--- src/rtl/noc_pkg.sv ---
// Shared definitions for the NoC packet switch: packet field layout and node address map.
package noc_pkg;

   localparam int DEF_NUM_PORTS  = 5;
   localparam int DEF_DATA_WIDTH = 40;
   localparam int DEF_ADDR_WIDTH = 3;

   localparam logic [2:0] MEM   = 3'b110;
   localparam logic [2:0] PE0   = 3'b011;
   localparam logic [2:0] PE1   = 3'b001;
   localparam logic [2:0] PE2   = 3'b000;
   localparam logic [2:0] ADDER = 3'b100;

   // Output port o owns bits [o*3 +: 3]; port 0 is Mem.
   localparam logic [14:0] DEF_PORT_ADDR = {ADDER, PE2, PE1, PE0, MEM};

   // Layout is {ifm/filt, dest, src, data}.
   function automatic int pkt_width(input int dw, input int aw);
      return dw + 2 * aw + 1;
   endfunction

   function automatic int dest_lsb(input int dw, input int aw);
      return dw + aw;
   endfunction

endpackage

--- src/rtl/noc_sync_fifo.sv ---
// Single-clock FIFO used as the per-input packet buffer; head is the oldest entry.
module noc_sync_fifo #(
   parameter int WIDTH = 47,
   parameter int DEPTH = 4
) (
   input  logic             clk,
   input  logic             rst,
   input  logic             push,
   input  logic             pop,
   input  logic [WIDTH-1:0] data,
   output logic [WIDTH-1:0] head,
   output logic             full,
   output logic             empty
);

   localparam int AW = $clog2(DEPTH);

   logic [WIDTH-1:0] mem [DEPTH];
   logic [AW:0]      wr_ptr;
   logic [AW:0]      rd_ptr;

   // The extra MSB distinguishes full from empty when the index bits match.
   assign empty = (wr_ptr == rd_ptr);
   assign full  = (wr_ptr[AW] != rd_ptr[AW]) && (wr_ptr[AW-1:0] == rd_ptr[AW-1:0]);
   assign head  = mem[rd_ptr[AW-1:0]];

   always_ff @(posedge clk or posedge rst) begin
      if (rst) begin
         wr_ptr <= '0;
         rd_ptr <= '0;
      end else begin
         if (push && !full) wr_ptr <= wr_ptr + 1'b1;
         if (pop && !empty) rd_ptr <= rd_ptr + 1'b1;
      end
   end

   always_ff @(posedge clk) begin
      if (push && !full) mem[wr_ptr[AW-1:0]] <= data;
   end

endmodule

--- src/rtl/noc_router_rr.sv ---
// Buffered NoC packet switch: per-input FIFOs, destination decode, per-output round-robin
// arbitration into a one-deep output register, and counting of unmapped-destination drops.
module noc_router_rr
   import noc_pkg::*;
#(
   parameter int NUM_PORTS  = DEF_NUM_PORTS,
   parameter int DATA_WIDTH = DEF_DATA_WIDTH,
   parameter int ADDR_WIDTH = DEF_ADDR_WIDTH,
   parameter int FIFO_DEPTH = 4,
   parameter logic [NUM_PORTS*ADDR_WIDTH-1:0] PORT_ADDR = DEF_PORT_ADDR,
   parameter int PKT_WIDTH  = pkt_width(DATA_WIDTH, ADDR_WIDTH)
) (
   input  logic                           clk,
   input  logic                           rst,
   input  logic [NUM_PORTS-1:0]           in_valid,
   output logic [NUM_PORTS-1:0]           in_ready,
   input  logic [NUM_PORTS*PKT_WIDTH-1:0] in_data,
   output logic [NUM_PORTS-1:0]           out_valid,
   input  logic [NUM_PORTS-1:0]           out_ready,
   output logic [NUM_PORTS*PKT_WIDTH-1:0] out_data,
   output logic [NUM_PORTS-1:0]           drop_pulse,
   output logic [15:0]                    drop_count
);

   localparam int DEST_LSB = dest_lsb(DATA_WIDTH, ADDR_WIDTH);
   localparam int PW       = (NUM_PORTS > 1) ? $clog2(NUM_PORTS) : 1;
   localparam logic [PW:0] NP_W = (PW + 1)'(NUM_PORTS);

   // Handshake: a transfer happens on a rising edge where valid && ready; a valid
   // producer holds its data stable until then, and ready never depends on valid.

   logic [NUM_PORTS-1:0]                full;
   logic [NUM_PORTS-1:0]                empty;
   logic [NUM_PORTS-1:0]                push;
   logic [NUM_PORTS-1:0]                pop;
   logic [NUM_PORTS-1:0]                unmapped;
   logic [NUM_PORTS-1:0]                out_free;
   logic [PKT_WIDTH-1:0]                head [NUM_PORTS];
   logic [NUM_PORTS-1:0][NUM_PORTS-1:0] match;  // [input][output]
   logic [NUM_PORTS-1:0][NUM_PORTS-1:0] gnt;    // [output][input]
   logic [16:0]                         n_drop;
   logic [16:0]                         drop_sum;

   assign in_ready = ~full;
   assign out_free = ~out_valid | out_ready;

   for (genvar i = 0; i < NUM_PORTS; i++) begin : g_in
      logic [NUM_PORTS-1:0] m;

      assign push[i] = in_valid[i] && !full[i];

      noc_sync_fifo #(
         .WIDTH (PKT_WIDTH),
         .DEPTH (FIFO_DEPTH)
      ) u_fifo (
         .clk   (clk),
         .rst   (rst),
         .push  (push[i]),
         .pop   (pop[i]),
         .data  (in_data[i*PKT_WIDTH +: PKT_WIDTH]),
         .head  (head[i]),
         .full  (full[i]),
         .empty (empty[i])
      );

      always_comb begin
         m = '0;
         for (int o = 0; o < NUM_PORTS; o++) begin
            m[o] = !empty[i] &&
                   (head[i][DEST_LSB +: ADDR_WIDTH] == PORT_ADDR[o*ADDR_WIDTH +: ADDR_WIDTH]);
         end
      end

      assign match[i]    = m;
      assign unmapped[i] = !empty[i] && (m == '0);
   end

   for (genvar o = 0; o < NUM_PORTS; o++) begin : g_out
      logic [NUM_PORTS-1:0] req;
      logic [NUM_PORTS-1:0] g;
      logic [PW-1:0]        g_idx;
      logic [PW:0]          cand;
      logic [PKT_WIDTH-1:0] sel;
      logic [PW-1:0]        rr_ptr;
      logic                 valid_q;
      logic [PKT_WIDTH-1:0] data_q;

      // Search starts one past the last grant; only the first hit is taken.
      always_comb begin
         req   = '0;
         g     = '0;
         g_idx = '0;
         cand  = '0;
         sel   = '0;
         for (int i = 0; i < NUM_PORTS; i++) req[i] = match[i][o];
         for (int k = 1; k <= NUM_PORTS; k++) begin
            cand = {1'b0, rr_ptr} + (PW + 1)'(k);
            if (cand >= NP_W) cand = cand - NP_W;
            if (out_free[o] && (g == '0) && req[cand[PW-1:0]]) begin
               g[cand[PW-1:0]] = 1'b1;
               g_idx           = cand[PW-1:0];
            end
         end
         for (int i = 0; i < NUM_PORTS; i++) begin
            if (g[i]) sel = head[i];
         end
      end

      always_ff @(posedge clk or posedge rst) begin
         if (rst) begin
            rr_ptr  <= PW'(NUM_PORTS - 1);
            valid_q <= 1'b0;
            data_q  <= '0;
         end else if (out_free[o]) begin
            valid_q <= (g != '0);
            if (g != '0) begin
               rr_ptr <= g_idx;
               data_q <= sel;
            end
         end
      end

      assign gnt[o]                                = g;
      assign out_valid[o]                          = valid_q;
      assign out_data[o*PKT_WIDTH +: PKT_WIDTH]    = data_q;
   end

   // Destinations are unique, so at most one output grants a given head.
   always_comb begin
      pop = unmapped;
      for (int o = 0; o < NUM_PORTS; o++) pop = pop | gnt[o];
   end

   always_comb begin
      n_drop = '0;
      for (int i = 0; i < NUM_PORTS; i++) n_drop = n_drop + 17'(unmapped[i]);
      drop_sum = {1'b0, drop_count} + n_drop;
   end

   always_ff @(posedge clk or posedge rst) begin
      if (rst) begin
         drop_pulse <= '0;
         drop_count <= '0;
      end else begin
         drop_pulse <= unmapped;
         drop_count <= drop_sum[16] ? 16'hFFFF : drop_sum[15:0];
      end
   end

endmodule

--- config.mk ---
export PLATFORM = sky130hd
export DESIGN_NAME = noc_router_rr
export DESIGN_NICKNAME = d
export VERILOG_FILES = /design/src/rtl/noc_pkg.sv /design/src/rtl/noc_sync_fifo.sv /design/src/rtl/noc_router_rr.sv
export SDC_FILE = /design/constraint.sdc
export NUM_CORES = 2
export LEC_CHECK = 0
export CORE_MARGIN = 2
export CORE_UTILIZATION = 40
export DETAILED_ROUTE_END_ITERATION = 6
export PLACE_DENSITY = 0.67
export SLEW_MARGIN = 40
export SYNTH_ARGS = -nofsm -noshare
export SYNTH_HDL_FRONTEND = slang
export SYNTH_SLANG_ARGS = --single-unit
--- constraint.sdc ---
create_clock -name clk -period 11.05 [get_ports clk]
set_input_delay 1.6575 -clock clk [delete_from_list [all_inputs] [get_ports clk]]
set_output_delay 1.6575 -clock clk [all_outputs]
set_load 0.1 [all_outputs]
==> impl_summary.log <==
INFO  metric postCtsResizedCells = 0
INFO  metric grt_antenna_before_repair = 53
INFO  metric violations = DRC
INFO  metric postCtsHoldBufs = 0
INFO  metric setup_violations = 0
INFO  metric cts-buffers-inserted = 133
INFO  metric synth.avg_cell_area = 14.1 µm²
INFO  metric crit_type = reg -> reg
INFO  metric design.final.nets = 4945
INFO  metric cts_max_path_buffers = 3
INFO  metric yosysSeqAreaShare = 0.610
INFO  metric synth_compound_gate_area_share = 0.148
INFO  metric share_of_the_cycle_needed_by_the_critical_path_after_routing = 0.723
INFO  metric tns = 0 ns
INFO  metric placementRows = 140
INFO  metric synth_top_family_by_area = compound AO/OA/AOI/OAI gates
INFO  metric largest_net_degree_at_the_start_of_global_routing = 86
INFO  metric design_area = 69100 µm²
INFO  metric io_pins = 513
INFO  metric timing_max_transition_violations_final = 0
INFO  metric synth_edf_count = 940
INFO  metric syn-instance-count = 4160
INFO  metric synth.area.mux_share = 0.0983
INFO  metric first_global_vias = 41100
INFO  metric drv.max_cap_violation_count = 0
INFO  metric postSynth.topFlopCell = edfxtp_1
INFO  metric dp.final_hpwl = 164 mm
INFO  metric timing.final.crit_period = 7.99 ns
INFO  metric detailroute.via_count = 43500
INFO  metric status = finished with violations
INFO  metric synth.most_common_cell = edfxtp_1
INFO  metric synth_fp_nets = 4494
INFO  metric io_buffer_count = 512
INFO  metric skew = 0.0339 ns
INFO  metric floorplan.initialDensity = 0.403
INFO  metric remaining_drc_errors = 125
INFO  metric floorplan.die_area = 150000 µm²
INFO  metric synth-xor-area-share = 0.0106
INFO  metric avgViaCountPerCell = 6.54
INFO  metric synth_simple_gate_area_share = 0.0843
INFO  metric drive_gt1_frac = 0.202
INFO  metric tritoncts_clock_tree = yes
INFO  metric ys_top_cells_by_count = 940 x edfxtp_1, 301 x dfrtp_1, 297 x nand2_1, 235 x mux4_2, 180 x nor2_1
INFO  metric clock.fmax = 125 MHz
INFO  metric grt.overflow.total = 0
INFO  metric groute.usage.overall = 0.300
INFO  metric clock_network_latency_to_the_later_pin_of_the_worst_skew_pair = 0.80 ns
INFO  metric cts.root.buffer_cell = clkbuf_16
INFO  metric grt_pass1_wl = 320 mm
INFO  metric yosys.area_share.adder = 0.0197
INFO  metric cp.arrival = 8.71 ns
INFO  metric synth.yosys.warnings = 0
INFO  metric worstSetupStartpointType = register
INFO  metric post_dp_cell_area = 64800 µm²
INFO  metric core_area = 146000 µm²
INFO  metric final_core_area_utilization = 0.474
INFO  metric globalplace.congestion = 0.993
INFO  metric path_max_fanout = 38
INFO  metric holdCritPathClass = reg -> reg
INFO  metric cts_setup_buffers = 0
INFO  metric worst_slew_margin_rel = 0.345
INFO  metric detail_route.wl_per_cell = 34.8 µm
INFO  metric final_antenna_net_count = 0
INFO  metric setup.worst_path.end_class = register
INFO  metric flip_flop_and_latch_count_after_synthesis = 1246
INFO  metric async_flop_share = 0.246
INFO  metric synth_cell_type_count = 127
INFO  metric tightestPinTransition = 0.983 ns
INFO  metric drtPass1Iterations = 7
INFO  metric detail_route.iter0.violations = 7853
INFO  metric hold_viol_final = 0
INFO  metric synth_largest_type_area_fraction = 0.480
INFO  metric hold_ws = 0.468 ns
INFO  metric clk_pin_slew = 0.07 ns
INFO  metric synth_top_cell_by_area = edfxtp_1
INFO  metric y_dimension_of_the_die = 388 µm
INFO  metric synthToLayoutAreaGrowth = 17.5%
INFO  metric worstPathRequired = 11.77 ns
INFO  metric tritoncts_num_sinks = 1246
INFO  metric ys_top_cells_by_area = edfxtp_1 48%, dfrtp_1 13%, mux4_2 9.0%
INFO  metric aggregate_routed_wire_length = 231 mm
INFO  metric htreeDepth = 4
INFO  metric dieWidth = 388 µm
INFO  metric rsz0062_at_grt = no
INFO  metric post_synthesis_instance_area = 58900 µm²
[kinds of logic (layout without fill, tap and decap cells)]
family / after synthesis / in the layout
muxes: 282 / 282
AOI/OAI and AO/OA: 1083 / 1083
and+or+nand+nor: 981 / 981
other: 0 / 16
buffers and inverters: 409 / 968
adders and majority gates: 88 / 88
DFF: 1246 / 1246
xor gates and xnor gates: 71 / 71
[state kept, by name (all words and copies together), names as in the netlist]
name	flops
g_in.u_fifo.mem	940
g_out.data_q	235
drop_count	16
g_in.u_fifo.rd_ptr	15
g_in.u_fifo.wr_ptr	15
g_out.rr_ptr	15
drop_pulse	5
g_out.valid_q	5
[through the flow]
stage	worst slack, ns	instances
finish	3.06	6652
CTS	3.31	6636
floorplan	0.941	4160
global route	2.76	6639
global placement	3.29	6389
detailed placement	3.34	6393
[per-layer routing]
layer / share of wire / vias to the layer above / GRT usage
met1: 0.36 / 21900 / 0.383
met2: 0.43 / 3142 / 0.441
met3: 0.13 / 684 / 0.103
met5: 0.0015 / - / 0
met4: 0.075 / 46 / 0.184
li1: - / 17800 / -
[cells in the final DEF, fill, tap and decap left out, types with 68 or more instances in the layout]
cell type        synthesis  final
edfxtp_1               940    940
nand2_1                297    296
dfrtp_1                301    289
buf_2                   74    257
clkdlybuf4s50_1          0    246
mux4_2                 235    235
nor2_1                 180    178
a22oi_1                159    159
clkbuf_16                0    136
a221o_1                125    125
inv_1                  125    124
a222oi_1               122    122
o21ai_0                115    114
nand3_1                106    106
a21oi_1                101    101
buf_4                    8     84
ha_1                    79     79
nor2b_1                 71     71
nand2b_1                68     68
[final timing paths]
check | slack, ns | end | start | cells after the start
min in group asynchronous | 1.38 | drop_pulse[1] | rst | 2
max in group asynchronous | 7.81 | g_in[2].u_fifo.rd_ptr[0] | rst | 4
worst min-delay path | 0.47 | g_out[1].data_q[44] | g_out[1].data_q[44] | 1
worst min register to register | 0.47 | g_out[1].data_q[44] | g_out[1].data_q[44] | 1
worst max-delay path | 3.06 | g_out[2].data_q[13] | g_out[2].rr_ptr[0] | 17
worst max register to register | 3.06 | g_out[2].data_q[13] | g_out[2].rr_ptr[0] | 17
[area by class of cell]
type                       count  area (µm²)
antenna                       16        40.0
multi-input combinational   2505       21500
fill                       12600       76800
inverter                     128         488
clock inverter                68         694
clock buffer                 175        3620
tap                         1917        2400
sequential                  1246       35900
timing repair buffer         597        4530
[critical path, stage by stage (launching register included)]
cell       delay, ns
dfrtp_1         0.74
inv_1           0.44
ha_1            0.80
inv_1           0.34
o31a_1          0.37
o21a_1          0.22
o2bb2ai_2       0.39
or3_1           0.42
a32oi_1         0.24
a311o_1         0.41
o41ai_2         0.56
nor3_1          0.19
a41o_2          0.30
buf_4           0.31
or4_2           1.04
buf_4           0.40
and2_1          0.44
a31oi_1         0.24
Power is not shown: default switching activity piles up to over one toggle a cycle in this logic, so the estimate is an artifact.
